===== src/rtl/uart_frame_tx.sv =====
// ----------------------------------------------------------------------------
// uart_frame_tx
//   UART frame transmitter. On a start request it latches an N-byte word and
//   sends it MSB byte first, then TRAIL_BYTES copies of TRAIL_CHAR. The 8N1/8N2
//   serialiser, baud timing and the power-up quiet period are all built in, so
//   the block drives the board TXD pin directly.
//
//   Optional build macro:
//     UART_FRAME_HEX_ASCII_EN  each payload byte goes out as two upper-case
//                              ASCII hex characters, high nibble first. The
//                              trailer characters are unchanged. When the macro
//                              is not defined, payload bytes are sent raw.
//
// Ports
//   uartclk   in   1             sole clock, rising edge
//   rst_n     in   1             asynchronous active-low reset
//   gosen     in   1             start request, sampled every cycle
//   rddata    in   8*DATA_BYTES  payload, captured only on the accepting cycle
//   txd       out  1             UART serial output, idle high (registered)
//   busy      out  1             high from accept to frame end, and in startup
//   uartdone  out  1             one-cycle pulse when the last stop bit ends
// ----------------------------------------------------------------------------
module uart_frame_tx #(
    parameter int unsigned CLKS_PER_BIT = 868,
    parameter int unsigned DATA_BYTES   = 8,
    parameter int unsigned TRAIL_BYTES  = 2,
    parameter logic [7:0]  TRAIL_CHAR   = 8'h0A,
    parameter int unsigned STOP_BITS    = 1,
    parameter int unsigned STARTUP_CLKS = 200000
) (
    input  logic                    uartclk,
    input  logic                    rst_n,
    input  logic                    gosen,
    input  logic [8*DATA_BYTES-1:0] rddata,
    output logic                    txd,
    output logic                    busy,
    output logic                    uartdone
);

`ifdef UART_FRAME_HEX_ASCII_EN
    localparam int unsigned CHARS_PER_BYTE = 2;
`else
    localparam int unsigned CHARS_PER_BYTE = 1;
`endif
    // Payload bits consumed per payload character.
    localparam int unsigned CHAR_SHIFT = 8 / CHARS_PER_BYTE;
    localparam int unsigned NPAY       = DATA_BYTES * CHARS_PER_BYTE;
    localparam int unsigned NCH        = NPAY + TRAIL_BYTES;
    localparam int unsigned CW         = $clog2(NCH + 1);
    localparam int unsigned PW         = 8 * DATA_BYTES;
    localparam int unsigned TMAX       = (CLKS_PER_BIT > STARTUP_CLKS) ? CLKS_PER_BIT : STARTUP_CLKS;
    localparam int unsigned TW         = $clog2(TMAX + 1);

    localparam logic [TW-1:0] BIT_LAST  = TW'(CLKS_PER_BIT - 1);
    // A zero startup period still spends one cycle in STARTUP.
    localparam logic [TW-1:0] SU_LAST   = TW'((STARTUP_CLKS > 0) ? STARTUP_CLKS - 1 : 0);
    localparam logic [CW-1:0] CH_LAST   = CW'(NCH - 1);
    localparam logic [CW-1:0] CH_NPAY   = CW'(NPAY);
    localparam logic          STOP_LAST = (STOP_BITS == 2) ? 1'b1 : 1'b0;

    // Elaboration-time parameter guards.
    generate
        if (CLKS_PER_BIT < 2) begin : g_bad_cpb
            $error("uart_frame_tx: CLKS_PER_BIT must be >= 2");
        end
        if (STOP_BITS != 1 && STOP_BITS != 2) begin : g_bad_stop
            $error("uart_frame_tx: STOP_BITS must be 1 or 2");
        end
        if (DATA_BYTES < 1) begin : g_bad_bytes
            $error("uart_frame_tx: DATA_BYTES must be >= 1");
        end
    endgenerate

    typedef enum logic [2:0] {
        ST_STARTUP,
        ST_IDLE,
        ST_START,
        ST_DATA,
        ST_STOP,
        ST_DONE
    } state_t;

    state_t          state,    state_nx;
    logic [TW-1:0]   timer,    timer_nx;
    logic [2:0]      bit_idx,  bit_nx;
    logic            stop_idx, stop_nx;
    logic [CW-1:0]   char_idx, char_nx;
    logic [PW-1:0]   shreg,    shreg_nx;
    logic            txd_nx;
    logic            busy_nx;
    logic            done_nx;
    logic            bit_end;
    logic [7:0]      cur_char;

`ifdef UART_FRAME_HEX_ASCII_EN
    function automatic logic [7:0] hex_ascii(input logic [3:0] nib);
        return (nib < 4'd10) ? (8'h30 + {4'h0, nib}) : (8'h37 + {4'h0, nib});
    endfunction
`endif

    // Character currently on the wire. Payload characters are always taken
    // from the top of the shift register, which advances at each payload
    // character boundary; the trailer follows once the payload is used up.
    always_comb begin
        cur_char = TRAIL_CHAR;
        if (char_idx < CH_NPAY) begin
`ifdef UART_FRAME_HEX_ASCII_EN
            cur_char = hex_ascii(shreg[PW-1 -: 4]);
`else
            cur_char = shreg[PW-1 -: 8];
`endif
        end
    end

    always_ff @(posedge uartclk or negedge rst_n) begin
        if (!rst_n) begin
            state    <= ST_STARTUP;
            timer    <= '0;
            bit_idx  <= '0;
            stop_idx <= 1'b0;
            char_idx <= '0;
            shreg    <= '0;
            txd      <= 1'b1;
            busy     <= 1'b1;
            uartdone <= 1'b0;
        end else begin
            state    <= state_nx;
            timer    <= timer_nx;
            bit_idx  <= bit_nx;
            stop_idx <= stop_nx;
            char_idx <= char_nx;
            shreg    <= shreg_nx;
            txd      <= txd_nx;
            busy     <= busy_nx;
            uartdone <= done_nx;
        end
    end

    // txd is registered, so every transition computes the line level of the
    // bit period that begins at this edge, not the one that is ending.
    always_comb begin
        state_nx = state;
        timer_nx = timer;
        bit_nx   = bit_idx;
        stop_nx  = stop_idx;
        char_nx  = char_idx;
        shreg_nx = shreg;
        txd_nx   = txd;
        busy_nx  = busy;
        done_nx  = 1'b0;
        bit_end  = (timer == BIT_LAST);

        case (state)
            ST_STARTUP: begin
                txd_nx  = 1'b1;
                busy_nx = 1'b1;
                if (timer == SU_LAST) begin
                    state_nx = ST_IDLE;
                    timer_nx = '0;
                    busy_nx  = 1'b0;
                end else begin
                    timer_nx = timer + 1'b1;
                end
            end

            ST_IDLE: begin
                txd_nx  = 1'b1;
                busy_nx = 1'b0;
                if (gosen) begin
                    state_nx = ST_START;
                    timer_nx = '0;
                    bit_nx   = '0;
                    stop_nx  = 1'b0;
                    char_nx  = '0;
                    shreg_nx = rddata;
                    txd_nx   = 1'b0;
                    busy_nx  = 1'b1;
                end
            end

            ST_START: begin
                if (bit_end) begin
                    state_nx = ST_DATA;
                    timer_nx = '0;
                    bit_nx   = '0;
                    txd_nx   = cur_char[0];
                end else begin
                    timer_nx = timer + 1'b1;
                end
            end

            ST_DATA: begin
                if (bit_end) begin
                    timer_nx = '0;
                    if (bit_idx == 3'd7) begin
                        state_nx = ST_STOP;
                        stop_nx  = 1'b0;
                        txd_nx   = 1'b1;
                    end else begin
                        bit_nx = bit_idx + 3'd1;
                        txd_nx = cur_char[bit_idx + 3'd1];
                    end
                end else begin
                    timer_nx = timer + 1'b1;
                end
            end

            ST_STOP: begin
                if (bit_end) begin
                    timer_nx = '0;
                    if (stop_idx != STOP_LAST) begin
                        stop_nx = 1'b1;
                    end else begin
                        if (char_idx < CH_NPAY) begin
                            shreg_nx = shreg << CHAR_SHIFT;
                        end
                        if (char_idx == CH_LAST) begin
                            state_nx = ST_DONE;
                            busy_nx  = 1'b0;
                            done_nx  = 1'b1;
                            txd_nx   = 1'b1;
                        end else begin
                            state_nx = ST_START;
                            char_nx  = char_idx + 1'b1;
                            txd_nx   = 1'b0;
                        end
                    end
                end else begin
                    timer_nx = timer + 1'b1;
                end
            end

            ST_DONE: begin
                state_nx = ST_IDLE;
                txd_nx   = 1'b1;
                busy_nx  = 1'b0;
            end

            default: begin
                state_nx = ST_STARTUP;
                timer_nx = '0;
                txd_nx   = 1'b1;
                busy_nx  = 1'b1;
            end
        endcase
    end

endmodule


===== config.mk =====
export PLATFORM = sky130hd
export DESIGN_NAME = uart_frame_tx
export DESIGN_NICKNAME = d
export VERILOG_FILES = /design/src/rtl/uart_frame_tx.sv
export SDC_FILE = /design/constraint.sdc
export NUM_CORES = 1
export LEC_CHECK = 0
export ABC_AREA = 1
export CAP_MARGIN = 10
export CELL_PAD_IN_SITES_DETAIL_PLACEMENT = 1
export CELL_PAD_IN_SITES_GLOBAL_PLACEMENT = 1
export CORE_MARGIN = 4
export CORE_UTILIZATION = 45
export DETAILED_ROUTE_END_ITERATION = 8
export PLACE_DENSITY_LB_ADDON = 0.1
export SLEW_MARGIN = 20
export SYNTH_ARGS = -nofsm -noshare
export SYNTH_HDL_FRONTEND = slang
export SYNTH_SLANG_ARGS = --single-unit

===== constraint.sdc =====
create_clock -name uartclk -period 3.65 [get_ports uartclk]
set_input_delay 0.5475 -clock uartclk [delete_from_list [all_inputs] [get_ports uartclk]]
set_output_delay 0.5475 -clock uartclk [all_outputs]
set_load 0.01 [all_outputs]

==> results_dict.tcl, run 1 <==
set metrics [dict create \
    status "completed" \
    finalCriticalPeriod_ns 2.65 \
    cts-root-buf "clkbuf_16" \
    dp_hpwl_mm 9.26 \
    layout_setup_ws_ns 1.00 \
    gr-usage-all-layers_pct 20.7 \
    die_area_um2 13400 \
    syn_nets 648 \
    slowest_delay_ns 0.79 \
    initial_utilization_pct 45.9 \
    crit_family "simple AND/OR/NAND/NOR gates" \
    r2r-end "timer[12]$_DFFE_PN0P_" \
    nets 710 \
    setup_viol 0 \
    synth_top_cell_area_share_pct 44.6 \
    area_delta_synth_final_pct 20.6 \
    worst-setup-path-type "reg -> reg" \
    synth_edf_count 0 \
    rsz0062_at_grt "no" \
    rrSetupSlack_ns 1.00 \
    fin_crit_sh_pct 72.6 \
    cts_hold_buffers 0 \
    yosysUniqueCellTypes 36 \
    finalMaxSlewViolations 0 \
    power_density_nw_per_um2 353 \
    drive_above_1_share_pct 15.4 \
    overflow 0 \
    drc 0 \
    rr_startpoint "state[2]$_DFFE_PN0P_" \
    grt_max_degree 78 \
    synth_warnings 0 \
    synth_seq_cells 95 \
    tightestPinTransition_ns 1.10 \
    finClkSkew_ns 0.0107 \
    dr.pass1.iters 4 \
    drt-initial-drc-count 233 \
    core_area_um2 11400 \
    grt_pass1_wl_mm 21.8 \
    cp-end-kind "flip-flop" \
    hold_path.class "in -> async" \
    ctsHtreeMaxLevel 3 \
    cp.buffers_inverters 1 \
    cp_cell_sequence "nand2_4 -> buf_4 -> nand2_1 -> nand2_1 -> nand2_1 -> nor2_2 -> nor2_1" \
    cp.depth 7 \
    io_pins 70 \
    synth_area_per_cell_um2 9.06 \
    power_leakage_nw 3.25 \
    ys_seq_area_share_pct 45.6 \
    num-fill-cells 1329 \
    cp.arrival_ns 2.85 \
    cts_buffer_depth 2 \
    place_ws_ns 0.976 \
    syn_area_um2 5220 \
    antenna_left 0 \
    maxCapViolCount 0 \
    crit_path_start_kind "flip-flop" \
    placementRows 39 \
    relSlewSlack_pct 26.4 \
    cp_max_fo 70 \
    cts_setup_buffers 0 \
    hold_viol_final 0 \
    wirelength_mm 13.0 \
    clkLatencyLatePin_ns 0.35 \
    cts_tree "built" \
    crit_slowest_cell "buf_4" \
    crit_top_cell "nand2_1" \
    reg2reg_depth 7 \
    die_height_um 116 \
    avgViaCountPerCell 5.28 \
    grt_pass1_vias 4408 \
    wl_per_cell_um 16.5 \
    synth_async_sr_flop_share_pct 100 \
    max_freq_mhz 377 \
    worstPathRequired_ns 3.85 \
    die_x_um 116 \
    postCtsResizedCells 0 \
    synth_cells 576 \
    multiInputGateArea_um2 2490 \
    yosys-top-cells-area "dfrtp_1 (45%), mux2i_1 (11%), nand2_1 (11%), o21ai_2 (10%), nor2_1 (3.5%)" \
    antenna_found_initial 0 \
    yosysTopAreaCell "dfrtp_1" \
    cts_buffers 9 \
    port_buffers 69 \
    vias 4151 \
    yosys_most_used_dff "dfrtp_1" \
    seq_area_um2 2380 \
    clk_pin_slew_ns 0.07 \
    tns_ns 0 \
    globalplace.congestion 0.867 \
    antenna_cells 0 \
    ir_drop_mv 0.378 \
    cts_sinks 95 \
]
[layout make-up]
type | instances | area share (%)
Clock buffer | 10 | 3.80
Clock inverter | 6 | 1.47
Inverter | 40 | 2.39
Multi-Input combinational cell | 417 | 39.6
Sequential cell | 95 | 37.8
Tap cell | 143 | 2.84
Timing Repair Buffer | 75 | 12.1
[flip-flops by register name, indices dropped and copies added (netlist names)]
name,cells
bit_idx,3
shreg,64
txd,1
busy,1
state,3
timer,18
char_idx,4
uartdone,1
[Yosys cell counts (2+ instances only)]
master	number
nand4_1	7
nor3_1	9
o21ai_1	9
o21ai_2	60
inv_1	35
xor2_1	8
o21ai_0	8
buf_2	7
buf_6	14
nor2_1	49
nand3_1	33
nand2_1	149
mux2i_1	56
buf_4	2
dfrtp_1	93
nor2_2	2
dfstp_2	2
or2_2	2
inv_2	5
o21bai_1	2
a21oi_1	5
ha_1	5
[layout by cell type (no fill, tap or decap), types with 9 or more instances in the layout]
cell             Yosys  routed
clkbuf_16            0       9
clkdlybuf4s50_1      0      68
dfrtp_1             93      93
inv_1               35      35
mux2i_1             56      56
nand2_1            149     149
nand3_1             33      33
nor2_1              49      49
nor3_1               9       9
o21ai_1              9       9
o21ai_2             60      60
[how the worst max path moves through the flow]
| stage | from | endpoint |
|---|---|---|
| after detailed placement | state[1]$_DFFE_PN0P_ | timer[14]$_DFFE_PN0P_ |
| after floorplan | timer[1]$_DFFE_PN0P_ | shreg[10]$_DFFE_PN0P_ |
| after global placement | state[2]$_DFFE_PN0P_ | timer[14]$_DFFE_PN0P_ |
| after global routing | state[1]$_DFFE_PN0P_ | timer[12]$_DFFE_PN0P_ |
| final | state[2]$_DFFE_PN0P_ | timer[12]$_DFFE_PN0P_ |
| after CTS | state[1]$_DFFE_PN0P_ | timer[10]$_DFFE_PN0P_ |
[report_power, final]
part	switching [W]	internal [W]	total, W
Sequential	0	0.00105	0.00105
Combinational	0.0000524	0.0000740	0.000126
Clock	0.000419	0.000623	0.00104
Total	0.000472	0.00175	0.00222
[kinds of logic (layout without fill, tap and decap cells)]
group / after synthesis / count (layout) / share of synthesized area, %
DFF: 95 / 95 / 45.6
muxes: 56 / 56 / 10.7
adders and majority gates: 5 / 5 / 1.20
and+or+nand+nor: 258 / 258 / 20.8
buffers and inverters: 64 / 131 / 6.93
AOI/OAI and AO/OA: 90 / 90 / 13.4
xor gates and xnor gates: 8 / 8 / 1.34
[metrics by stage]
stage | instances | power [W] | utilization [%] | hold slack [ns] | cell area, um^2
floorplan | 576 | 0.00110 | - | 0.252 | 5220
global placement | 770 | 0.00120 | 52.4 | 0.463 | 5960
detailed placement | 770 | 0.00120 | 52.4 | 0.470 | 5960
CTS | 786 | 0.00226 | 55.3 | 0.408 | 6290
global route | 786 | 0.00230 | 55.4 | 0.296 | 6290
finish | 786 | 0.00222 | 55.4 | 0.233 | 6290
[layer usage]
layer	vias up	GRT usage (%)	wire [um]
li1	2028	-	-
met4	0	6.42	230
met1	2044	26.1	5740
met2	65	35.6	6580
met5	-	0	0
met3	14	4.44	448
Power figures use the tool's default switching activity.
==> run 2: changes to the inputs <==
--- a/config.mk
+++ b/config.mk
@@ -10,7 +10,7 @@
 export CELL_PAD_IN_SITES_DETAIL_PLACEMENT = 1
 export CELL_PAD_IN_SITES_GLOBAL_PLACEMENT = 1
 export CORE_MARGIN = 4
-export CORE_UTILIZATION = 45
+export CORE_UTILIZATION = 42
 export DETAILED_ROUTE_END_ITERATION = 8
 export PLACE_DENSITY_LB_ADDON = 0.1
 export SLEW_MARGIN = 20
==> constraint.sdc (replaced) <==
create_clock -name uartclk -period 2.5 [get_ports uartclk]
set_input_delay 0.375 -clock uartclk [delete_from_list [all_inputs] [get_ports uartclk]]
set_output_delay 0.375 -clock uartclk [all_outputs]
set_load 0.01 [all_outputs]
==> run 2 against run 1 <==
  * Setup slack lost 0.59 ns
  * Routed wire length shrank 4.6%
  * Maximum frequency grew 27%
  * Sequential cell count is the same
  * Core utilization shrank 3.0 points
  * Die area grew 6.6%
  * First-iteration DRC count shrank 21%
  * Final area grew 0.70%
  * Critical path type unchanged
  * Largest cell class unchanged
==> results_dict.tcl, run 2 (synthesis gave the netlist of run 1 again) <==
set metrics [dict create \
    wl_per_cell_um 15.2 \
    hold_viol_final 0 \
    port_buffers 69 \
    antenna_cells 0 \
    area_delta_synth_final_pct 21.4 \
    antenna_found_initial 0 \
    gr-usage-all-layers_pct 18.7 \
    core_area_um2 12100 \
    maxCapViolCount 0 \
    rsz0062_at_grt "no" \
    ir_drop_mv 0.333 \
    clk_pin_slew_ns 0.06 \
    setup_viol 0 \
    largest_reg_flops 64 \
    finalMaxSlewViolations 0 \
    grt_pass1_vias 4357 \
    power_leakage_nw 3.27 \
    tns_ns 0 \
    grt_pass1_wl_mm 21.6 \
    tightestPinTransition_ns 0.753 \
    cts-root-buf "clkbuf_16" \
    hold_path.class "in -> async" \
    top_regs "shreg x64, timer x18, char_idx x4" \
    dr.pass1.iters 4 \
    worstPathRequired_ns 2.73 \
    layout_common_cells "nand2_1 (149), dfrtp_1 (93), clkdlybuf4s50_1 (68)" \
    cts_hold_buffers 0 \
    ctsHtreeMaxLevel 3 \
    initial_utilization_pct 43.1 \
    io_pins 70 \
    cp.arrival_ns 2.31 \
    vias 4057 \
    finalCriticalPeriod_ns 2.09 \
    die_height_um 119 \
    status "completed" \
    cts_buffers 9 \
    num-fill-cells 1423 \
    place_ws_ns 0.424 \
    clkLatencyLatePin_ns 0.35 \
    die_area_um2 14300 \
    cts_setup_buffers 0 \
    nets 716 \
    relSlewSlack_pct 49.8 \
    layout_setup_ws_ns 0.414 \
    final_core_util_pct 52.3 \
    drive_above_1_share_pct 15.6 \
    rr_startpoint "timer[1]$_DFFE_PN0P_" \
    avgViaCountPerCell 4.98 \
    dp_hpwl_mm 9.37 \
    cp_max_fo 34 \
    grt_max_degree 48 \
    fin_crit_sh_pct 83.5 \
    overflow 0 \
    layout.cells.non_filler 815 \
    max_freq_mhz 479 \
    placementRows 40 \
    drc 0 \
    wirelength_mm 12.4 \
    cts_tree "built" \
    r2r-end "shreg[27]$_DFFE_PN0P_" \
    drt-initial-drc-count 183 \
    finClkSkew_ns 0.00592 \
    rrSetupSlack_ns 0.41 \
    dp.cells 801 \
    reg2reg_depth 9 \
    globalplace.congestion 0.848 \
    final_common_cell "nand2_1" \
    crit_start "timer[1]$_DFFE_PN0P_" \
    die_x_um 119 \
    cp-end-kind "flip-flop" \
    largest-register "shreg" \
    antenna_left 0 \
    worst-setup-path-type "reg -> reg" \
    crit_path_start_kind "flip-flop" \
    cts_buffer_depth 2 \
    cts_sinks 95 \
    postCtsResizedCells 0 \
    power_density_nw_per_um2 475 \
    p_total_w 0.00301 \
]
[run 2: changes by cell type in the layout (fill, tap and decap cells not counted)]
| cell | delta |
|---|---|
| buf_12 | +3 |
| buf_4 | +4 |
| clkbuf_1 | +2 |
| clkbuf_8 | +1 |
| clkinvlp_4 | -2 |
| buf_6 | -1 |
| clkinv_4 | -1 |
| clkinv_2 | +1 |
| bufinv_16 | -2 |
| inv_6 | -1 |
[run 2: metal layers]
metal  GRT usage, %  vias to the layer above  part of all wire, %  routed length, um
met1           24.3                     1957                   46               5740
met4           6.37                        0                  1.4                178
met5              0                        -                    0                  0
met2           31.6                       51                   49               6130
li1               -                     2035                    -                  -
met3           3.49                       14                  2.9                356
[run 2: how the worst max path moves through the flow]
stage,cells after the start,slack [ns],endpoint
after global placement,7,0.45,shreg[58]$_DFFE_PN0P_
after CTS,9,0.41,shreg[27]$_DFFE_PN0P_
after floorplan,10,0.89,shreg[10]$_DFFE_PN0P_
after detailed placement,9,0.42,shreg[27]$_DFFE_PN0P_
after global routing,9,0.23,shreg[27]$_DFFE_PN0P_
final,9,0.41,shreg[27]$_DFFE_PN0P_
[run 2: metrics by stage]
step / cell area [um^2] / hold slack, ns
after global placement: 6070 / 0.386
after floorplan: 5220 / 0.0794
final: 6340 / 0.00336
after global routing: 6340 / 0.0407
after CTS: 6340 / 0.0150
after detailed placement: 6070 / 0.386
[run 2: layout make-up]
| cell class | instances | area [um^2] | area share (%) |
|---|---|---|---|
| multi-input cells | 417 | 2490 | 39.3 |
| flip-flops and latches | 95 | 2380 | 37.5 |
| repair buffers | 81 | 841 | 13.3 |
| clock buffers | 13 | 260 | 4.11 |
| well taps | 168 | 210 | 3.32 |
| inverters | 40 | 150 | 2.37 |
| clock inverters | 1 | 5.00 | 0.0790 |
[run 2: worst max-delay path, stage by stage, from the launching register on]
cell and delay, ns:
dfrtp_1 0.38, ha_1 0.26, nand3_1 0.11, nor2_1 0.19
nand3_4 0.14, nand2_4 0.11, nand3_4 0.30, buf_12 0.31
nand2_1 0.09, o21ai_2 0.06
[run 2: report_power, final]
part           switching (W)  total (W)  internal, W  leakage [nW]
combinational      0.0000752   0.000186     0.000111          1.84
clock               0.000571    0.00129     0.000718         0.132
sequential                 0    0.00154      0.00154          1.31
total               0.000647    0.00301      0.00237          3.27
